==> config.mk <==
export PLATFORM = sky130hd
export DESIGN_NAME = arbiter
export DESIGN_NICKNAME = d
export VERILOG_FILES = /design/src/rtl/arbiter.sv
export SDC_FILE = /design/constraint.sdc
export NUM_CORES = 1
export LEC_CHECK = 0
export ABC_AREA = 0
export BUFFER_PORTS_ARGS = -buffer_cell sky130_fd_sc_hd__buf_2
export CORE_MARGIN = 4
export CORE_UTILIZATION = 30
export DETAILED_ROUTE_END_ITERATION = 8
export PLACE_DENSITY_LB_ADDON = 0.2
export SLEW_MARGIN = 25
export SYNTH_ARGS = -nofsm -noshare
export SYNTH_HDL_FRONTEND = slang
export SYNTH_SLANG_ARGS = --single-unit
==> constraint.sdc <==
create_clock -name clk -period 2 [get_ports clk]
set_input_delay 0.4 -clock clk [delete_from_list [all_inputs] [get_ports clk]]
set_output_delay 0.4 -clock clk [all_outputs]
set_load 0.01 [all_outputs]
==> src/rtl/arbiter.sv <==
// Centralised fixed-priority bus arbiter with one serial line per master in
// each direction. Master 0 has the highest priority.
// Build option: define ARBITER_PREEMPT_EN to let a higher-priority pending
// master force the current owner to split its transaction (HOLD frame).
`timescale 1ns/1ps

module arbiter #(
    parameter int NO_MASTERS = 2,
    parameter int NO_SLAVES  = 3,
    parameter int S_ID_WIDTH = $clog2(NO_SLAVES + 1),
    parameter int M_ID_WIDTH = $clog2(NO_MASTERS)
) (
    input  logic                             clk,
    input  logic                             rstN,
    input  logic                             port_in  [NO_MASTERS],
    output logic                             port_out [NO_MASTERS],
    output logic                             ready,
    output logic [S_ID_WIDTH+M_ID_WIDTH-1:0] bus_state
);

    localparam int         CNT_W      = $clog2(S_ID_WIDTH) + 1;
    localparam logic [1:0] CODE_GRANT = 2'b01;
    localparam logic [1:0] CODE_OVER  = 2'b11;
    localparam logic [1:0] CODE_DONE  = 2'b10;
`ifdef ARBITER_PREEMPT_EN
    localparam logic [1:0] CODE_HOLD  = 2'b10;
`endif

    typedef enum logic [3:0] {
        RX_IDLE, RX_S1, RX_REQ2, RX_ID, RX_STOP, RX_ACK2, RX_COM, RX_C1, RX_C2, RX_C3
    } rx_state_t;

    typedef enum logic [2:0] {IDLE, GRANT, WAIT_ACK, BUSY, PREEMPT} arb_state_t;

    // Frame events are decoded on the very bit that completes the frame so
    // the arbiter can react on the same clock edge.
    logic [NO_MASTERS-1:0]                 req_evt, ack_evt, over_evt, done_evt;
    logic [NO_MASTERS-1:0][S_ID_WIDTH-1:0] req_id;

    for (genvar i = 0; i < NO_MASTERS; i++) begin : g_rx
        rx_state_t             rx_state;
        logic [S_ID_WIDTH-1:0] rx_id;
        logic [CNT_W-1:0]      rx_cnt;
        logic [1:0]            rx_code;

        // Walk the incoming bit sequence; any unexpected bit drops back to idle
        always_ff @(posedge clk or negedge rstN) begin
            if (!rstN) begin
                rx_state <= RX_IDLE;
                rx_id    <= '0;
                rx_cnt   <= '0;
                rx_code  <= '0;
            end else begin
                case (rx_state)
                    RX_IDLE: if (port_in[i]) rx_state <= RX_S1;
                    RX_S1:   rx_state <= port_in[i] ? RX_REQ2 : RX_ACK2;
                    RX_REQ2: begin
                        rx_cnt   <= '0;
                        rx_state <= port_in[i] ? RX_ID : RX_IDLE;
                    end
                    RX_ID: begin
                        rx_id <= (rx_id << 1) | S_ID_WIDTH'(port_in[i]);
                        if (rx_cnt == CNT_W'(S_ID_WIDTH - 1)) rx_state <= RX_STOP;
                        else                                  rx_cnt   <= rx_cnt + 1'b1;
                    end
                    RX_STOP: rx_state <= RX_IDLE;
                    RX_ACK2: rx_state <= port_in[i] ? RX_COM : RX_IDLE;
                    RX_COM:  if (!port_in[i]) rx_state <= RX_C1;
                    RX_C1: begin
                        rx_code[1] <= port_in[i];
                        rx_state   <= RX_C2;
                    end
                    RX_C2: begin
                        rx_code[0] <= port_in[i];
                        rx_state   <= RX_C3;
                    end
                    RX_C3:   rx_state <= RX_IDLE;
                    default: rx_state <= RX_IDLE;
                endcase
            end
        end

        assign req_evt[i]  = (rx_state == RX_STOP) && !port_in[i] && (rx_id != '0);
        assign req_id[i]   = rx_id;
        assign ack_evt[i]  = (rx_state == RX_ACK2) && port_in[i];
        assign over_evt[i] = (rx_state == RX_C3) && !port_in[i] && (rx_code == CODE_OVER);
        assign done_evt[i] = (rx_state == RX_C3) && !port_in[i] && (rx_code == CODE_DONE);
    end

    arb_state_t                            state;
    logic [NO_MASTERS-1:0]                 pending, held;
    logic [NO_MASTERS-1:0][S_ID_WIDTH-1:0] saved_id;
    logic [M_ID_WIDTH-1:0]                 owner;
    logic [NO_MASTERS-1:0][1:0]            tx_bits;
    logic [NO_MASTERS-1:0][1:0]            tx_cnt;
    logic [NO_MASTERS-1:0]                 tx_busy;
    logic [NO_MASTERS-1:0]                 fresh, cand;
    logic                                  sel_valid;
    logic [M_ID_WIDTH-1:0]                 sel;
    logic [S_ID_WIDTH-1:0]                 sel_slave;

    // A transmitter is busy until its frame has ended and the line is back at 0
    always_comb begin
        tx_busy = '0;
        for (int i = 0; i < NO_MASTERS; i++)
            tx_busy[i] = (tx_cnt[i] != 2'd0) || port_out[i];
    end

    // Pick the next master: fresh requests first, then split transactions resume
    always_comb begin
        fresh     = pending | req_evt;
        cand      = (fresh != '0) ? fresh : held;
        sel_valid = (cand != '0);
        sel       = '0;
        for (int i = NO_MASTERS - 1; i >= 0; i--)
            if (cand[i]) sel = M_ID_WIDTH'(i);
        sel_slave = req_evt[sel] ? req_id[sel] : saved_id[sel];
    end

`ifdef ARBITER_PREEMPT_EN
    logic preempt_req;

    // Flag any pending master that outranks the current owner
    always_comb begin
        preempt_req = 1'b0;
        for (int i = 0; i < NO_MASTERS; i++)
            if (pending[i] && (M_ID_WIDTH'(i) < owner)) preempt_req = 1'b1;
    end
`endif

    // Arbitration FSM plus the per-master frame transmitters
    always_ff @(posedge clk or negedge rstN) begin
        if (!rstN) begin
            state     <= IDLE;
            pending   <= '0;
            held      <= '0;
            saved_id  <= '0;
            owner     <= '0;
            tx_bits   <= '0;
            tx_cnt    <= '0;
            ready     <= 1'b0;
            bus_state <= '0;
            for (int i = 0; i < NO_MASTERS; i++) port_out[i] <= 1'b0;
        end else begin
            for (int i = 0; i < NO_MASTERS; i++) begin
                if (tx_cnt[i] != 2'd0) begin
                    port_out[i] <= tx_bits[i][1];
                    tx_bits[i]  <= {tx_bits[i][0], 1'b0};
                    tx_cnt[i]   <= tx_cnt[i] - 2'd1;
                end else begin
                    port_out[i] <= 1'b0;
                end
                if (req_evt[i]) begin
                    pending[i]  <= 1'b1;
                    saved_id[i] <= req_id[i];
                end
            end

            case (state)
                IDLE: begin
                    if (sel_valid) begin
                        owner        <= sel;
                        bus_state    <= {sel, sel_slave};
                        pending[sel] <= 1'b0;
                        held[sel]    <= 1'b0;
                        if (!tx_busy[sel]) begin
                            port_out[sel] <= 1'b1;
                            tx_bits[sel]  <= CODE_GRANT;
                            tx_cnt[sel]   <= 2'd2;
                            state         <= WAIT_ACK;
                        end else begin
                            state <= GRANT;
                        end
                    end
                end
                GRANT: begin
                    if (!tx_busy[owner]) begin
                        port_out[owner] <= 1'b1;
                        tx_bits[owner]  <= CODE_GRANT;
                        tx_cnt[owner]   <= 2'd2;
                        state           <= WAIT_ACK;
                    end
                end
                WAIT_ACK: begin
                    if (ack_evt[owner]) begin
                        ready <= 1'b1;
                        state <= BUSY;
                    end
                end
                BUSY: begin
                    if (over_evt[owner]) begin
                        ready          <= 1'b0;
                        bus_state      <= '0;
                        pending[owner] <= 1'b0;
                        state          <= IDLE;
                    end else if (done_evt[owner]) begin
                        ready           <= 1'b0;
                        held[owner]     <= 1'b1;
                        saved_id[owner] <= bus_state[S_ID_WIDTH-1:0];
                        bus_state       <= '0;
                        state           <= IDLE;
`ifdef ARBITER_PREEMPT_EN
                    end else if (preempt_req && !tx_busy[owner]) begin
                        port_out[owner] <= 1'b1;
                        tx_bits[owner]  <= CODE_HOLD;
                        tx_cnt[owner]   <= 2'd2;
                        state           <= PREEMPT;
`endif
                    end
                end
`ifdef ARBITER_PREEMPT_EN
                PREEMPT: begin
                    if (over_evt[owner]) begin
                        ready          <= 1'b0;
                        bus_state      <= '0;
                        pending[owner] <= 1'b0;
                        state          <= IDLE;
                    end else if (done_evt[owner]) begin
                        ready           <= 1'b0;
                        held[owner]     <= 1'b1;
                        saved_id[owner] <= bus_state[S_ID_WIDTH-1:0];
                        bus_state       <= '0;
                        state           <= IDLE;
                    end
                end
`endif
                default: state <= IDLE;
            endcase
        end
    end

endmodule

# After elaboration in Yosys (flattened, before gate mapping)
# Cells that the tools add are included.
# Widths: inputs -> output; s select.
dict set report word_totals {
  regBits 46
  inputBits 4
  output_inout_bits 6
}
dict set report classes {
  n_addsub 4
  order_cmp 8
  eq_ne 41
  muxes 96
  bitwise 25
  reduce_logical 42
}
# operator n
set op_table {}
lappend op_table {{$pmux 4 s8} 2}
lappend op_table {{$mux 4} 15}
lappend op_table {{$mux 2} 27}
lappend op_table {{$eq 4x3->1 const B} 8}
lappend op_table {{$mux 3} 10}
lappend op_table {{$ne 2x2->1 const B} 13}
lappend op_table {{$mux 1} 25}
lappend op_table {{$pmux 2 s2} 5}
lappend op_table {{$reduce_bool 2->1} 10}
lappend op_table {{$eq 4x2->1 const B} 4}
lappend op_table {{$eq 4x4->1 const B} 4}
lappend op_table {{$logic_and 1x1->1} 16}
lappend op_table {{$or 2x2->2} 8}
lappend op_table {{$pmux 4 s2} 2}
lappend op_table {{$and 2x2->2} 7}
lappend op_table {{$not 2->2} 6}
lappend op_table {{$pmux 3 s4} 1}
lappend op_table {{$reduce_and 3->1} 4}
lappend op_table {{$eq 2x2->1 const B} 4}
lappend op_table {{$eq 4x1->1 const B} 2}
lappend op_table {{$logic_not 4->1} 2}
lappend op_table {{$reduce_and 4->1} 2}
lappend op_table {{$eq 3x2->1 const B} 2}
lappend op_table {{$pmux 3 s2} 1}
lappend op_table {{19 further kinds} 36}

# Depth between registers and ports, before layout
# Gate-level depths: netlist (run 1).
dict set report logic_depth {
  word_depth 17
  ltp_mapped 7
  depth_no_buf 7
}

# Worst setup path after synthesis (run 1)
# OpenSTA, ideal clock, no wires.
dict set report synth_path {
  kind {register to register}
  from {register g_rx[0].rx_state[1]}
  to {register state[1]}
  arrival_time_ps 1892
  setup_slack_ps 14
  path_stages_with_launch 7
  path_buffers 1
  cell_sequence {dfrtp_1 buf_6 or4b_4 o21a_4 and3_4 o31a_1 a221oi_2}
}
dict set report synth_between {
  elab_chain_len 13
}
# element line
set synth_rtl {}
lappend synth_rtl {{from (decl)} 41} ;# rx_state_t rx_state;
lappend synth_rtl {{from (signal assigned)} 56} ;# RX_S1: rx_state <= port_in[i] ? RX_REQ2 : RX_ACK2;
lappend synth_rtl {{from (signal assigned)} 59} ;# rx_state <= port_in[i] ? RX_ID : RX_IDLE;
lappend synth_rtl {{from (signal assigned)} 67} ;# RX_ACK2: rx_state <= port_in[i] ? RX_COM : RX_IDLE;
lappend synth_rtl {{$eq 4x3->1} 83} ;# assign req_evt[i] = (rx_state == RX_STOP) && !port_in[i] && (rx_id != '0);
lappend synth_rtl {{$logic_and 1x1->1 (2 in series)} 83}
lappend synth_rtl {{$or 2x2->2} 111} ;# fresh = pending | req_evt;
lappend synth_rtl {{$reduce_bool 2->1} 112} ;# cand = (fresh != '0) ? fresh : held;
lappend synth_rtl {{$mux 2} 112}
lappend synth_rtl {{$mux 1 (2 in series)} 116} ;# if (cand[i]) sel = M_ID_WIDTH'(i);
lappend synth_rtl {{$mux 1 (not written as such) (2 in series)} 166} ;# if (!tx_busy[sel]) begin
lappend synth_rtl {{$mux 2} 166}
lappend synth_rtl {{$mux 3} 161} ;# if (sel_valid) begin
lappend synth_rtl {{$pmux 3 s4} 159} ;# case (state)
lappend synth_rtl {{to (signal assigned)} 170} ;# state <= WAIT_ACK;
lappend synth_rtl {{to (signal assigned)} 172} ;# state <= GRANT;
lappend synth_rtl {{to (signal assigned)} 181} ;# state <= WAIT_ACK;
lappend synth_rtl {{to (decl)} 90} ;# arb_state_t state;
# Parallel ways exist; a longest one is shown, timed or not. The select of a mux whose other input is x is not followed.
# A chain may end at the register's enable or synchronous reset.

# Worst setup path in the final report (run 1)
dict set report layout_path {
  from {register g_rx[0].rx_state[3]}
  to {register state[1]}
}
# Same word-level chain as after synthesis.

==> key figures, run 1 <==
Run status
  – Status: finished clean

Yosys
  – Cells after Synth: 279
  – Number of synthesized flops with an enable pin: 0
  – YS warnings: 0
  – Ys flop type: dfrtp_1
  – Synth cell types: 48
  – Synth area leaders: dfrtp_1 (44%), mux2_2 (7.0%), nand2_1 (4.7%)
  – Top-area cell type share of the netlist area: 0.4399
  – Async SR Flop Fraction: 1.000
  – Mapped Area: 2560 um^2
  – Mapped Avg Cell Area: 9.175 um^2
  – Synth Register Bits: 45
  – Post-synth top area cell: dfrtp_1
  – Sequential fraction of the synthesis area: 0.4399
  – Synthesized Nets: 289

Layout
  – Most common cell after layout, fill and taps aside: dfrtp_1
  – Fraction of final layout cells with drive strength greater than 1: 0.2484
  – Core Util, Final: 0.3689
  – Area Overhead vs Synth: 19.01%
  – Fin nets: 319
  – Most frequent cells in the layout: dfrtp_1 (44), nand2_1 (32), buf_4 (25)
  – Antenna Cells: 0

Critical path
  – Crit. End Element: register
  – Critical Path RT: 2.22 ns
  – Worst R2R Path Depth: 5
  – Worst-path fanout max: 6
  – CP startpoint: g_rx[0].rx_state[3]$_DFFE_PN0P_
  – Setup crit start kind: register
  – WP data arrival: 2.17 ns
  – CP Class: reg2reg
  – Worst reg2reg startpoint: g_rx[0].rx_state[3]$_DFFE_PN0P_

STA
  – Min Hold Slack: 0.1863 ns
  – RSZ-0062 raised after global routing: true
  – Slack of the critical path: 0.04322 ns
  – Slew Viols, Final: 0
  – Minimum clock period: 1.957 ns
  – Slew HR: 0.6027
  – Fmax: 511.0 MHz
  – Worst-margin pin slew: 0.5960 ns
  – Final Hold Viols: 0
  – Clk_skew: 0.01100 ns
  – # setup viols final: 0
  – Final worst-path cycle share: 0.9784

Clock tree
  – Clock transition at the registers of the reported paths: 0.09 ns
  – Clock buffer depth: 2
  – Clock Sink Count: 45
  – Clk Latency, worst-skew pair: 0.30 ns
  – CTS Buf Count: 5
  – Root Driver: clkbuf_8
  – CTS HTree Levels: 2
  – TritonCTS clock tree: done

Placement
  – Place WS: -0.02491 ns
  – Hpwl dp: 4.435 mm
  – Gp weighted congestion: 0.8502
  – IO buf count: 9

Global route
  – GRT Overall Usage: 0.1248
  – Initial antenna violation count: 0
  – Total gr overflow: 0
  – First-pass GRT wire length: 10.14 mm
  – Vias in the first global route: 2,066
  – Pin count of the biggest net entering global routing: 46

Drt
  – Drt total wl: 6.065 mm
  – Post-route ant nets: 0
  – Avg Vias per Cell: 5.118
  – Residual DRC: 0
  – DRT iter0 DRCs: 105
  – First-pass iteration count of the detailed router: 4
  – Via Count: 2,124
  – WL/cell: 14.61 um

Floorplanning
  – Starting Density: 0.3100
  – I/O Pins: 10
  – Area of the core: 8258 um^2
  – Die H: 100.4 um
  – Die Area: 10,080 um^2
  – Die Wd: 100.4 um
  – Placement Rows: 33

Power and ir drop
  – Cell area power density: 1551 nW/um^2
  – P_leak: 1.381 nW
  – Worst ir drop on vdd: 0.4360 mV

Flow run
  – Max cap viols: 0

Min path
  – Hold crit path type: in2async
logic make-up after synthesis:
logic type | share of synthesized area
xor gates and xnor gates | 0.003422
adders and majority gates | 0.02932
muxes | 0.08211
DFF | 0.4399
and+or+nand+nor | 0.2273
AOI/OAI and AO/OA | 0.1764
buffers and inverters | 0.04154
layout make-up:
cell class	count	area [um^2]
Fill cell	861	5211
Multi-Input combinational cell	209	1401
Sequential cell	45	1127
Timing Repair Buffer	34	232.7
Tap cell	105	131.4
Clock buffer	7	96.34
Inverter	14	52.55
Clock inverter	1	5.005
repair_timing:
| action | in CTS | in global routing |
|---|---|---|
| pin swaps | 0 | 5 |
| resized for setup | 2 | 14 |
| endpoints found under the setup margin | 3 | 10 |
| hold buffers | 0 | 0 |
| setup buffers | 0 | 1 |
| gates cloned | 0 | 0 |
routing by layer:
| metal | global-route usage | routed length, um | share of wire | up-vias |
|---|---|---|---|---|
| met1 | 0.1773 | 3101 | 0.51 | 1025 |
| met4 | 0.04041 | 72 | 0.012 | 0 |
| li1 | - | - | - | 1060 |
| met3 | 0.02363 | 160 | 0.026 | 9 |
| met5 | 0 | 0 | 0 | - |
| met2 | 0.1911 | 2731 | 0.45 | 30 |
state kept, by name, summed over array words and instances (netlist names), 2 cells and up:
name           count
g_rx.rx_code       4
tx_cnt             4
g_rx.rx_id         4
state              2
bus_state          3
g_rx.rx_cnt        4
saved_id           4
pending            2
g_rx.rx_state      8
held               2
port_out           2
tx_bits            4
power breakdown:
| group | switching (W) | internal [W] | total, W |
|---|---|---|---|
| sequential | 0.000337 | 0.00128 | 0.00161 |
| combinational | 0.00132 | 0.00116 | 0.00248 |
| clock | 0.000318 | 0.000313 | 0.000631 |
synth_stat cells, drive strengths merged, types with 2 or more instances:
| cell type | number |
|---|---|
| or4b | 2 |
| clkbuf | 8 |
| o21ai | 22 |
| a21oi | 17 |
| a31oi | 3 |
| buf | 3 |
| a21o | 3 |
| mux2 | 16 |
| inv | 14 |
| a221oi | 2 |
| nor2 | 24 |
| nand2b | 4 |
| a41oi | 3 |
| o21bai | 2 |
| nor3b | 2 |
| nand2 | 32 |
| ha | 6 |
| nor2b | 6 |
| nor4bb | 3 |
| nor3 | 12 |
| mux2i | 3 |
| dfrtp | 45 |
| and3 | 5 |
| a32o | 5 |
| nand3 | 19 |
| nor4 | 2 |
through the flow:
step | total power, W | TNS [ns] | cell area [um^2] | std cells
floorplan | 0.003175 | 0 | 2560 | 279
global placement | 0.003894 | -0.004778 | 2863 | 406
detailed placement | 0.003920 | -0.04679 | 2863 | 406
CTS | 0.004590 | 0 | 2977 | 414
global route | 0.005134 | -0.02242 | 3047 | 415
finish | 0.004724 | 0 | 3047 | 415
worst paths after layout:
check	end	slack, ns
min in group clk	g_rx[1].rx_code[0]$_DFFE_PN0P_	0.43
hold / removal	tx_bits[2]$_DFF_PN0_	0.19
setup / recovery	state[1]$_DFFE_PN0P_	0.04
hold reg to reg	tx_bits[0]$_DFF_PN0_	0.48
max in group asynchronous	g_rx[1].rx_state[1]$_DFFE_PN0P_	1.39
setup reg to reg	state[1]$_DFFE_PN0P_	0.04
worst max-delay path, stage by stage (launching register included):
cell	delay, ns
dfrtp_1	0.39
or4b_4	0.57
o21a_4	0.25
and3_4	0.20
o31a_1	0.30
a221oi_2	0.16
No activity file was read; power rests on OpenSTA's default activity.
==> run 2, diff against run 1 <==
--- a/config.mk
+++ b/config.mk
@@ -12,2 +12,3 @@
 export DETAILED_ROUTE_END_ITERATION = 8
+export HOLD_SLACK_MARGIN = 0.15
 export PLACE_DENSITY_LB_ADDON = 0.2
==> constraint.sdc (replaced) <==
create_clock -name clk -period 2 [get_ports clk]
set_input_delay 0.6 -clock clk [delete_from_list [all_inputs] [get_ports clk]]
set_output_delay 0.6 -clock clk [all_outputs]
set_load 0.01 [all_outputs]
==> run 2 against run 1 <==
Compared with the run above:
- utilization down 0.33 points
- total power down 3.4%
- die area unchanged
- combinational power down 3%
- global-route usage about the same
- clock skew down 0.0020 ns
- register-to-register slack worse by 0.03 ns
- sequential share of layout area up 0.34 points
- via count down 0.19%
- critical path depth unchanged
- cell count up 0.72%
==> key figures, run 2 (synthesis gave the netlist of run 1 again) <==
Run status
  – Status: finished clean

STA
  – Minimum clock period: 1.986 ns
  – Final Hold Viols: 0
  – Clk_skew: 0.009006 ns
  – Setup tns final: 0 ns
  – Fmax: 503.6 MHz
  – Slew HR: 0.6930
  – Slack of the critical path: 0.01421 ns
  – RSZ-0062 raised after global routing: true
  – Final worst-path cycle share: 0.9929
  – Worst-margin pin slew: 0.4569 ns
  – # setup viols final: 0
  – Slew Viols, Final: 0

Layout
  – Most frequent cells in the layout: dfrtp_1 (44), nand2_1 (32), buf_4 (27)
  – Fraction of final layout cells with drive strength greater than 1: 0.2364
  – Max FFs per register: 8
  – Fin nets: 322
  – Area Overhead vs Synth: 17.94%
  – Core Util, Final: 0.3656
  – Most common cell after layout, fill and taps aside: dfrtp_1
  – Most flops, register: g_rx.rx_state
  – Non-filler cells, final: 418
  – Antenna Cells: 0

Global route
  – Busiest grt layer: met2
  – First-pass GRT wire length: 10.16 mm
  – Met2 Use GR: 0.1967
  – GRT Overall Usage: 0.1244
  – Met1 Usage GRT: 0.1770
  – Vias in the first global route: 2,066
  – Total gr overflow: 0
  – Pin count of the biggest net entering global routing: 29
  – Grt met3 use: 0.02293
  – Initial antenna violation count: 0

Drt
  – Drt total wl: 6.057 mm
  – Residual DRC: 0
  – First-pass iteration count of the detailed router: 4
  – Avg Vias per Cell: 5.072
  – DRT iter0 DRCs: 139
  – WL/cell: 14.49 um
  – Post-route ant nets: 0
  – Via Count: 2,120

Min path
  – Hold crit path type: in2async

Critical path
  – CP startpoint: g_rx[0].rx_state[1]$_DFFE_PN0P_
  – Critical Path RT: 2.21 ns
  – Worst reg2reg startpoint: g_rx[0].rx_state[1]$_DFFE_PN0P_
  – Worst-path fanout max: 7
  – Reg2reg setup slack: 0.01 ns
  – CP Class: reg2reg
  – WP data arrival: 2.20 ns
  – Crit. End Element: register
  – Setup crit start kind: register

Clock tree
  – CTS HTree Levels: 2
  – Clock buffer depth: 2
  – Root Driver: clkbuf_8
  – Clock Sink Count: 45
  – TritonCTS clock tree: done
  – Clk Latency, worst-skew pair: 0.30 ns
  – Clock transition at the registers of the reported paths: 0.09 ns
  – CTS Buf Count: 5

Placement
  – Hpwl dp: 4.552 mm
  – Inst Count DP: 408
  – IO buf count: 9
  – Gp weighted congestion: 0.8251
  – Place WS: -0.1022 ns

Floorplanning
  – Die H: 100.4 um
  – Placement Rows: 33
  – Die Wd: 100.4 um
  – Die Area: 10,080 um^2
  – Area of the core: 8258 um^2
  – Starting Density: 0.3100
  – I/O Pins: 10

Power and ir drop
  – P_leak: 1.383 nW
  – Worst ir drop on vdd: 0.4782 mV
  – Cell area power density: 1512 nW/um^2
  – Pwr Total: 0.004565 W

Flow run
  – Max cap viols: 0
-- run 2: changes by cell type in the layout (fill, tap and decap cells not counted), sizes merged --
cell,delta
buf,+3
clkinvlp,+1
inv,+1
clkbuf,-2
-- run 2: layout make-up --
| cell class | count | area, um^2 |
|---|---|---|
| fillers | 866 | 5239 |
| multi-input cells | 209 | 1350 |
| flip-flops and latches | 45 | 1127 |
| repair buffers | 37 | 267.8 |
| well taps | 105 | 131.4 |
| clock buffers | 5 | 68.82 |
| inverters | 14 | 52.55 |
| clock inverters | 3 | 21.27 |
-- run 2: report_power, final --
part	internal, W	switching [W]	total [W]
logic	0.00111	0.00128	0.00240
registers	0.00128	0.000312	0.00159
clock network	0.000248	0.000334	0.000582
-- run 2: worst max-delay path, stage by stage (launching register included) --
cell and delay, ns:
dfrtp_1 0.39, or4b_4 0.57, o21a_4 0.27, and3_4 0.19, o31a_1 0.31, a221oi_2 0.18
-- run 2: metrics by stage --
| stage | cell area [um^2] | hold slack, ns |
|---|---|---|
| after floorplan | 2560 | 0.3044 |
| after global placement | 2890 | 0.4623 |
| after detailed placement | 2890 | 0.4755 |
| after CTS | 2985 | 0.2449 |
| after global routing | 3019 | 0.2652 |
| final | 3019 | 0.2361 |
-- run 2: per-layer routing --
layer  up-vias  wire length (um)
li1       1075                 -
met1       996              2956
met2        43              2800
met3         6               250
met4         0                50
met5         -                 0
-- run 2: what timing repair did --
action | CTS | global route
hold buffers | 0 | 0
setup endpoints to repair | 2 | 9
gates resized for setup | 1 | 6
pin swaps | 0 | 1
buffers inserted | 0 | 2
cloned | 0 | 0
-- run 2: final timing paths --
check / endpoint / cells past startpoint
min in group clk: tx_bits[0]$_DFF_PN0_ / 1
hold reg to reg: tx_bits[0]$_DFF_PN0_ / 1
setup / recovery: state[1]$_DFFE_PN0P_ / 5
setup reg to reg: state[1]$_DFFE_PN0P_ / 5
hold / removal: pending[0]$_DFF_PN0_ / 1
max in group asynchronous: g_rx[0].rx_cnt[1]$_DFFE_PN0P_ / 2
==> run 3, diff against run 2 <==
--- a/config.mk
+++ b/config.mk
@@ -10,3 +10,3 @@
 export CORE_MARGIN = 4
-export CORE_UTILIZATION = 30
+export CORE_UTILIZATION = 55
 export DETAILED_ROUTE_END_ITERATION = 8
--- a/constraint.sdc
+++ b/constraint.sdc
@@ -3,2 +3,2 @@
 set_output_delay 0.6 -clock clk [all_outputs]
-set_load 0.01 [all_outputs]
+set_load 0.05 [all_outputs]
==> run 3 against run 2 <==
Compared with the run above:
- non-clock buffer count is the same
- count of clock-buffer cells in the layout grew 1
- critical path depth is the same
- first-iteration DRC count shrank 2.9%
- register-to-register slack gained 0.03 ns
- via count grew 0.47%
- critical path type unchanged
- clock skew grew 0.0025 ns
- largest cell class unchanged
- utilization grew 31 points
- cell area shrank 0.41%
- setup slack gained 0.032 ns
- largest power group unchanged
- clock power grew 22%
- worst hold slack gained 0.023 ns
==> key figures, run 3 (synthesis gave the netlist of run 1 again) <==
Run status
  – Status: finished clean

Min path
  – Hold crit path type: in2async

Floorplanning
  – Die Area: 5810 um^2
  – Area of the core: 4444 um^2
  – I/O Pins: 10
  – Die H: 76.23 um
  – Starting Density: 0.5760
  – Die Wd: 76.23 um
  – Placement Rows: 24

Critical path
  – Reg2reg setup slack: 0.05 ns
  – Worst-path fanout max: 6
  – CP Class: reg2reg
  – Setup crit start kind: register
  – WP data arrival: 2.12 ns
  – CP startpoint: g_rx[0].rx_state[3]$_DFFE_PN0P_
  – Worst R2R Path Depth: 5
  – RR Endpoint: state[1]$_DFFE_PN0P_
  – Critical Path RT: 2.17 ns
  – Worst reg2reg startpoint: g_rx[0].rx_state[3]$_DFFE_PN0P_
  – Crit. End Element: register

Layout
  – Non-filler cells, final: 365
  – Max FFs per register: 8
  – Fraction of final layout cells with drive strength greater than 1: 0.2428
  – Most flops, register: g_rx.rx_state
  – Most frequent cells in the layout: dfrtp_1 (45), nand2_1 (31), buf_4 (27)
  – Antenna Cells: 0
  – Area Overhead vs Synth: 17.45%
  – Most common cell after layout, fill and taps aside: dfrtp_1
  – Fillers: 381
  – Fin nets: 322
  – Core Util, Final: 0.6765

STA
  – Fmax: 511.8 MHz
  – Worst-margin pin slew: 0.4916 ns
  – Clk_skew: 0.01150 ns
  – Min Hold Slack: 0.2594 ns
  – # setup viols final: 0
  – Slew Viols, Final: 0
  – Final Hold Viols: 0
  – Minimum clock period: 1.954 ns
  – Final worst-path cycle share: 0.9769
  – Slew HR: 0.6723

Placement
  – Hpwl dp: 4.040 mm
  – IO buf count: 9
  – Gp weighted congestion: 0.8966
  – Inst Count DP: 355

Drt
  – Drt total wl: 5.452 mm
  – Via Count: 2,130
  – DRT iter0 DRCs: 135
  – First-pass iteration count of the detailed router: 4
  – Residual DRC: 0
  – Post-route ant nets: 0
  – Avg Vias per Cell: 5.836
  – WL/cell: 14.94 um

Global route
  – First-pass GRT wire length: 9.466 mm
  – Initial antenna violation count: 0
  – Total gr overflow: 0
  – Pin count of the biggest net entering global routing: 26
  – GRT Overall Usage: 0.1989
  – Vias in the first global route: 2,103

Clock tree
  – Clock transition at the registers of the reported paths: 0.08 ns
  – Clk Latency, worst-skew pair: 0.29 ns
  – TritonCTS clock tree: done
  – CTS Buf Count: 5
  – Clock buffer depth: 2
  – Clock Sink Count: 45
  – Root Driver: clkbuf_8
  – CTS HTree Levels: 2

Power and ir drop
  – Pwr Total: 0.004849 W
  – Worst ir drop on vdd: 0.8792 mV
  – Cell area power density: 1613 nW/um^2
  – P_leak: 1.403 nW

Flow run
  – Max cap viols: 0
==> run 3: cell types whose count changed in the layout (fill, tap and decap cells not counted), sizes merged <==
cell    delta
bufinv     +1
clkbuf     +1
clkinv     -1
inv        -1
==> run 3: per-stage QoR <==
step	instance area, um^2	setup TNS, ns	setup WS, ns
6_report	3007	0	0.04623
5_1_grt	3007	-0.01481	-0.01365
4_1_cts	2944	0	0.004313
3_5_place_dp	2824	-0.004116	-0.003417
3_3_place_gp	2824	0	0.02866
2_1_floorplan	2560	0	0.01440
==> run 3: power by group <==
part	internal (W)	total (W)	switching (W)
combinational	0.00116	0.00255	0.00139
sequential	0.00127	0.00158	0.000309
clock	0.000406	0.000711	0.000305
==> run 3: final cells by class <==
type / instances / area, um^2 / area share
clock buffer: 6 / 82.58 / 0.02747
clock inverter: 2 / 37.54 / 0.01248
inverter: 14 / 52.55 / 0.01748
multi-input combinational: 209 / 1375 / 0.4573
sequential: 45 / 1126 / 0.3745
tap: 52 / 65.06 / 0.02164
timing repair buffer: 37 / 267.8 / 0.08906
==> run 3: metal layers <==
layer / global-route usage / share of wire / vias up
li1: - / - / 1069
met2: 0.3111 / 0.46 / 41
met5: 0 / 0 / -
met1: 0.2715 / 0.49 / 1016
met3: 0.04019 / 0.036 / 4
met4: 0.07790 / 0.011 / 0
==> run 3: what timing repair did <==
item / CTS / global route
pin swaps: 1 / 10
endpoints found under the setup margin: 1 / 11
hold buffers: 0 / 0
hold endpoints to repair: 0 / 0
gates resized for setup: 0 / 11
buffers inserted: 0 / 2
gates cloned: 0 / 0
==> run 3: worst max path at each step <==
stage / cells past startpoint / end / slack [ns]
after floorplan: 6 / state[1]$_DFFE_PN0P_ / 0.01
after global placement: 6 / state[1]$_DFFE_PN0P_ / 0.03
after detailed placement: 6 / state[1]$_DFFE_PN0P_ / -0.003
after CTS: 5 / state[0]$_DFFE_PN0P_ / 0.004
after global routing: 6 / state[1]$_DFFE_PN0P_ / -0.01
final: 5 / state[1]$_DFFE_PN0P_ / 0.05
==> run 3: worst max-delay path: stages, from the launching register on <==
cell	delay, ns
dfrtp_1	0.38
or4b_4	0.57
o21a_4	0.26
and3_4	0.20
nor4_1	0.33
a221oi_2	0.09
